### config.mk
export PLATFORM = sky130hd
export DESIGN_NAME = out_mem_drain
export DESIGN_NICKNAME = d
export VERILOG_FILES = /design/src/rtl/out_mem_drain.sv
export SDC_FILE = /design/constraint.sdc
export NUM_CORES = 2
export LEC_CHECK = 0
export CAP_MARGIN = 20
export CORE_AREA = 2 2 520 522
export CTS_CLUSTER_DIAMETER = 40
export DETAILED_ROUTE_END_ITERATION = 7
export DIE_AREA = 0 0 522 524
export PLACE_DENSITY_LB_ADDON = 0.15
export SLEW_MARGIN = 25
export SYNTH_ARGS = -nofsm -noshare
export SYNTH_HDL_FRONTEND = slang
export SYNTH_SLANG_ARGS = --single-unit
### constraint.sdc
create_clock -name clk -period 7.6 [get_ports clk]
set_input_delay 1.9 -clock clk [delete_from_list [all_inputs] [get_ports clk]]
set_output_delay 1.9 -clock clk [all_outputs]
set_load 0.01 [all_outputs]
### src/rtl/out_mem_drain.sv
// out_mem_drain: streams the output memory to the host in address order (OUT_DRAIN_SAT_EN saturates each word to DATA_WIDTH)
module out_mem_drain #(
  parameter int SYS_COL    = 16,
  parameter int DATA_WIDTH = 16,
  parameter int ADDR_WIDTH = 16
) (
  input  logic                    clk,
  input  logic                    rstn,
  input  logic                    start,
  input  logic [ADDR_WIDTH-1:0]   base_addr,
  input  logic [DATA_WIDTH-1:0]   num_row,
  input  logic [DATA_WIDTH-1:0]   num_out,
  output logic [SYS_COL-1:0]      out_rd_en,
  output logic [ADDR_WIDTH-1:0]   out_rd_addr [0:SYS_COL-1],
  input  logic [2*DATA_WIDTH-1:0] out_rd_data [0:SYS_COL-1],
  output logic                    tx_valid,
  input  logic                    tx_ready,
  output logic [2*DATA_WIDTH-1:0] tx_data [0:SYS_COL-1],
  output logic                    tx_last,
  output logic                    busy,
  output logic                    done
);
  localparam int PSUM_WIDTH = 2*DATA_WIDTH;
  localparam int LOG_COL = $clog2(SYS_COL);
  localparam logic [DATA_WIDTH-1:0] ONE = 1;
  typedef enum logic [1:0] {IDLE, RUN, FLUSH, DONE} state_t;
  typedef logic [SYS_COL-1:0][PSUM_WIDTH-1:0] row_t;
  state_t state_q, state_d;
  logic [ADDR_WIDTH-1:0] addr_q, addr_d;
  logic [DATA_WIDTH-1:0] row_q, row_d, tile_q, tile_d, nrow_q, nrow_d, ntile_q, ntile_d;
  row_t [1:0] mem_q, mem_d;
  logic [1:0] last_q, last_d, occ_q, occ_d;
  logic wp_q, wp_d, rp_q, rp_d, infl_q, infl_d, inl_q, inl_d;
  logic [DATA_WIDTH-1:0] tiles;
  row_t rd_row, head, sat;
  logic rd_en, pop, push, fpop, last_issue, head_last, empty;
  assign tiles = num_out >> LOG_COL;
  assign empty = occ_q == 2'd0;
  assign tx_valid = !empty || infl_q;
  assign head = empty ? rd_row : mem_q[rp_q];
  assign head_last = empty ? inl_q : last_q[rp_q];
  assign pop = tx_valid && tx_ready;
  assign push = infl_q && !(empty && pop);
  assign fpop = pop && !empty;
  assign rd_en = state_q == RUN && ({1'b0, occ_q} + {2'b0, infl_q} < 3'd2 + {2'b0, pop});
  assign last_issue = row_q == nrow_q - ONE && tile_q == ntile_q - ONE;
  assign out_rd_en = {SYS_COL{rd_en}};
  assign tx_last = tx_valid && head_last;
  assign busy = state_q != IDLE;
  assign done = state_q == DONE;
  for (genvar i = 0; i < SYS_COL; i++) begin : g_w
    assign rd_row[i] = out_rd_data[i];
    assign out_rd_addr[i] = addr_q;
    assign tx_data[i] = tx_valid ? sat[i] : '0;
`ifdef OUT_DRAIN_SAT_EN
    logic [DATA_WIDTH:0] top;
    assign top = head[i][PSUM_WIDTH-1:DATA_WIDTH-1];
    assign sat[i] = (&top || ~|top) ? head[i] :
                    top[DATA_WIDTH] ? {{(DATA_WIDTH+1){1'b1}}, {(DATA_WIDTH-1){1'b0}}} :
                                      {{(DATA_WIDTH+1){1'b0}}, {(DATA_WIDTH-1){1'b1}}};
`else
    assign sat[i] = head[i];
`endif
  end
  always_comb begin
    state_d = state_q;
    addr_d = addr_q;
    row_d = row_q;
    tile_d = tile_q;
    nrow_d = nrow_q;
    ntile_d = ntile_q;
    mem_d = mem_q;
    last_d = last_q;
    wp_d = push ? ~wp_q : wp_q;
    rp_d = fpop ? ~rp_q : rp_q;
    occ_d = occ_q + {1'b0, push} - {1'b0, fpop};
    infl_d = rd_en;
    inl_d = rd_en && last_issue;
    if (push) begin
      mem_d[wp_q] = rd_row;
      last_d[wp_q] = inl_q;
    end
    case (state_q)
      IDLE: if (start) begin
        addr_d = base_addr;
        row_d = '0;
        tile_d = '0;
        nrow_d = num_row;
        ntile_d = tiles;
        state_d = (num_row == '0 || tiles == '0) ? DONE : RUN;
      end
      RUN: if (rd_en) begin
        addr_d = addr_q + 1'b1;
        tile_d = tile_q == ntile_q - ONE ? '0 : tile_q + ONE;
        row_d = tile_q == ntile_q - ONE ? row_q + ONE : row_q;
        state_d = last_issue ? FLUSH : RUN;
      end
      FLUSH: state_d = ({1'b0, occ_q} + {2'b0, infl_q} == {2'b0, pop}) ? DONE : FLUSH;
      default: state_d = IDLE;
    endcase
  end
  always_ff @(posedge clk or negedge rstn) begin
    if (!rstn) begin
      state_q <= IDLE;
      addr_q <= '0;
      row_q <= '0;
      tile_q <= '0;
      nrow_q <= '0;
      ntile_q <= '0;
      mem_q <= '0;
      last_q <= '0;
      occ_q <= '0;
      wp_q <= 1'b0;
      rp_q <= 1'b0;
      infl_q <= 1'b0;
      inl_q <= 1'b0;
    end else begin
      state_q <= state_d;
      addr_q <= addr_d;
      row_q <= row_d;
      tile_q <= tile_d;
      nrow_q <= nrow_d;
      ntile_q <= ntile_d;
      mem_q <= mem_d;
      last_q <= last_d;
      occ_q <= occ_d;
      wp_q <= wp_d;
      rp_q <= rp_d;
      infl_q <= infl_d;
      inl_q <= inl_d;
    end
  end
endmodule

Yosys cells after proc, flatten, opt, wreduce, memory -nomap -nowiden. Cells that the tools add are included.

Register bits after elaboration: 1110. Bits of input ports: 564. Output and inout port bits: 788.

$add $sub $neg: 9. Magnitude comparators: 4. Equal/unequal tests: 9. Mux-type cells: 44. Bitwise logic cells: 2. Reduce and logical (&&, ||, !) cells: 23.

Operators by type and width (number): 512-bit 2-to-1 mux (4); 1024-bit bitwise mux (1); 512-bit demux with 1-bit select (1); 32-bit 2-to-1 mux (16); 16-bit 2-to-1 mux (7); 16-bit one-hot mux with 2 select lines (3); 16-bit by 1-bit adder with 16-bit output (second input constant) (3); 16-bit == test (2); 16-bit logical NOT (2); 16-bit by 1-bit subtractor with 16-bit output (second input constant) (1); 12-bit by 1-bit subtractor with 13-bit output (second input constant) (1); 1-bit logical AND (9); 2-bit 2-to-1 mux (4); 2-bit one-hot mux with 3 select lines (1); 1-bit 2-to-1 mux (5); 2-bit == test (second input constant) (2); 2-bit logical NOT (2); 1-bit by 2-bit < comparator with 1-bit output (second input constant) (2); 2-bit != test (second input constant) (2); 2-bit AND reduction (2); 4-bit AND reduction (1); 2-bit nonzero test (2); 2-bit by 1-bit adder with 3-bit output (1); 2-bit by 1-bit adder with 3-bit output (first input constant) (1); other kinds (13) (16).

Depth between registers and ports, before layout.
Depth after elaboration: 9. Mapped depth: 13. Depth with buffers taken out: 11.

Least setup slack after synthesis. OpenSTA, ideal clock, no wires.

Kind: in2out. Start point: in tx_ready. End point: out out_rd_en[0]. Data arrival time: 3.042 ns. Slack: 2.658 ns. Stages: 6. Path buffers: 1. Path through: and2_1 ha_1 nand2b_1 nand3_1 clkinv_1 buf_4.

Cells in the longest elaborated chain, start to end: 4.

RTL lines: start: declaration (line 17) `input logic tx_ready,`; 1-bit logical AND (line 42) `assign pop = tx_valid && tx_ready;`; 2-bit by 1-bit adder with 3-bit output (line 45) `assign rd_en = state_q == RUN && ({1'b0, occ_q} + {2'b0, infl_q} < 3'd2 + {2'b0, pop});`; 3-bit < comparator (line 45); 1-bit logical AND (line 45); end: declaration (line 13) `output logic [SYS_COL-1:0] out_rd_en,`.

No other way between the ends.

Worst setup path in the final report.
Start point: in tx_ready. End point: out out_rd_en[2].

Same word-level chain as after synthesis.

==> out/metrics.cfg <==
[sta]
rsz0062_at_grt = no
max_freq_mhz = 162
min_period_ns = 6.17
tns_ns = 0
post-route-period-util = 0.812
fin_ws_ns = 1.43
max_slew_margin = 0.198
fin_skew_ns = 0.0403
final-hold-violation-count = 0
worst_pin_slew_ns = 1.20
drv_slew = 0
setup_viol = 0

[detailed_routing]
firstDrtPassIters = 5
routed_via_density = 4.38
drcViolationCount = 0
wire_per_inst_um = 23.0
wirelength_um = 223000
vias = 42600
drt_iter0_drc = 1798
ant_nets = 0

[clock_network]
holdBufCountCts = 0
clk_pin_slew_worst_paths_ns = 0.04
ctsResizeCount = 0
cts_setup_buffers = 0
cts_tree = yes
clk_latency_ns = 0.85
cts_max_level = 5
clock_sinks = 1110
clockRootBuffer = clkbuf_16
clk_path_buf_depth = 4
cts_buffers = 275

[setup_path]
cp_cell_sequence = clkdlybuf4s50_1 > and2_1 > ha_1 > nand2b_1 > nand3_1 > clkinv_1 > clkdlybuf4s50_1
path_buf_inv = 3
max_stage_delay_ns = 0.69
worst_setup_path_end_kind = output pin
cp_common_cell = clkdlybuf4s50_1
cp_slowest_cell = clkdlybuf4s50_1
start_kind = input port
path_delay_family = buffers and inverters
worstSetupPathType = input port to output pin
critPathArrivalTime_ns = 4.27
crit_required_ns = 5.70
worst-path-max-fanout = 23

[logic_synthesis]
synthCells = 4830
synthAdderAreaFrac = 0.00223
synthMuxAreaShare = 0.299
yosys_warnings = 0
synth_top_family_by_area = multiplexers
syn_avg_cell_area_um2 = 11.6
synthSimpleGateAreaFrac = 0.0728
async_flop_share = 1.00
synth.distinct_cells = 62
seq_area_frac_synth = 0.496
synth-xor-area-share = 0.00656
synth_edf_count = 0
synth_compound_area_frac = 0.0629
synth_area_um2 = 56000
syn_nets = 5404
ys_ff_latch = 1110
synth-main-ff-cell = dfrtp_1

[final_layout]
layout_common_cells = clkdlybuf4s50_1, dfrtp_1, mux2_2, o21ai_0, nand3_1
layout_commonest_cell = clkdlybuf4s50_1
postLayoutCoreUtil = 0.305
area_delta_synth_final_pct = 45.6
drive_above_1_share = 0.261
fin_area_um2 = 81600
nets = 6491
fill_cells = 27100

[power_and_ir_drop]
max-vdd-ir-drop_mv = 0.244
p_leak_nw = 33.4
p_per_area_nw_per_um2 = 557

[global_routing]
grt_pass1_vias = 43600
antenna_found_initial = 103
grt_use_met1 = 0.178
grt_max_degree = 167
busiest_layer = met2
use_met3 = 0.0694
grt_pass1_wl_um = 317000
use_met2 = 0.261
track_usage = 0.156
gr-total-overflow = 0

[floorplan]
die_h_um = 524
die_w_um = 522
core_um2 = 267000
start_util = 0.210
rows = 190
ioPinCount = 1352
dieArea_um2 = 274000

[placed_design]
place_congestion = 0.799
place_area_um2 = 71800
dp_slack_ns = 1.42
port_buffers = 1347
dp_hpwl_um = 157000

[flow_run]
drv_cap = 0

[min_path]
worstHoldPathType = flip-flop to flip-flop

[status]
status = finished, final reports clean

flip-flops by register name, indices dropped and copies added (netlist names):
register,flops
state_q,2
occ_q,2
nrow_q,16
tile_q,16
rp_q,1
ntile_q,12
addr_q,16
last_q,2
infl_q,1
row_q,16
inl_q,1
mem_q,1024
wp_q,1
worst paths after layout:
check	cells past startpoint	end	start	slack, ns
setup / recovery	7	out_rd_en[2]	tx_ready	1.43
hold / removal	2	nrow_q[15]	nrow_q[15]	0.49
setup reg to reg	12	row_q[11]	infl_q	3.42
hold reg to reg	2	nrow_q[15]	nrow_q[15]	0.49
max in group asynchronous	2	mem_q[760]	rstn	4.84
min in group asynchronous	1	mem_q[986]	rstn	1.04
area by class of cell:
cell class                 count  area (µm²)  area share
antenna                       31        77.6    0.000951
clock buffer                 361        7840      0.0961
clock inverter               127        1900      0.0233
inverter                      24        90.1     0.00110
multi-input combinational   3070       24900       0.305
sequential                  1110       27800       0.340
tap                         3552        4440      0.0545
timing repair buffer        1436       14600       0.179
synthesized netlist by cell type, types with 2 or more instances:
library cell	count	area, µm²
dfrtp_1	1110	27800
mux2_2	1028	11600
o21ai_0	545	2730
nand3_1	534	2670
mux2i_1	516	5160
clkbuf_1	327	1230
buf_4	256	1920
nand2_1	117	439
nor2_1	45	169
a21oi_1	39	195
buf_1	38	143
xnor2_1	26	228
inv_1	23	86.3
nor3_1	18	90.1
xor2_1	16	140
and3_1	15	93.8
nor4_1	15	93.8
o31ai_1	15	113
or3_1	13	81.3
ha_1	10	125
a22o_1	9	78.8
nand4_1	9	56.3
nor2b_1	9	56.3
nor3b_1	8	60.1
o22ai_1	8	50.1
and2_1	7	43.8
a22oi_1	5	37.5
a31oi_1	5	31.3
nand2b_1	5	31.3
nand4b_1	5	43.8
or2_2	5	31.3
and4_1	3	26.3
buf_6	3	33.8
o2111ai_1	3	26.3
o31a_1	3	26.3
o41ai_1	3	26.3
a211o_1	2	17.5
a21boi_0	2	15.0
a31o_2	2	17.5
buf_2	2	10.0
nand3b_1	2	15.0
nor3_2	2	20.0
o21a_1	2	15.0
or4_1	2	15.0
worst reg2reg max path, cell delays in order (launching register included):
cell and delay (ns):
dfrtp_4 0.80, or3_1 0.24, and2_1 0.17, ha_1 0.15, nand2b_1 0.15, nand3_1 0.12
clkinv_1 0.42, nor2_1 0.11, buf_4 0.24, nor4_1 0.49, o2111ai_1 0.53, or3_1 0.52
a21oi_1 0.16
power by group:
part | internal, mW | total, mW | switching, mW
Sequential | 8.94 | 10.7 | 1.79
Combinational | 11.2 | 22.4 | 11.1
Clock | 8.47 | 12.3 | 3.86
Total | 28.6 | 45.4 | 16.8
cell families (layout without fill, tap and decap cells):
kind of cell               after synthesis  after routing
muxes                                 1544           1544
other                                    0             31
buffers and inverters                  650           1948
xor gates and xnor gates                42             42
and+or+nand+nor                        817            817
AOI/OAI and AO/OA                      657            657
DFF                                   1110           1110
adders and majority gates               10             10
routing by layer:
metal / up-vias / part of all wire
li1: 19500 / -
met1: 21200 / 0.39
met2: 1283 / 0.48
met3: 466 / 0.095
met4: 80 / 0.031
met5: - / 0.0023
through the flow:
step	power [mW]	hold WS [ns]	std cells
6_report	45.4	0.492	9711
5_1_grt	48.2	0.504	9689
4_1_cts	46.4	0.500	9680
3_5_place_dp	33.7	0.491	9192
3_3_place_gp	33.4	0.485	9192
2_1_floorplan	22.6	0.461	4830
(Power assumes the default switching activity.)
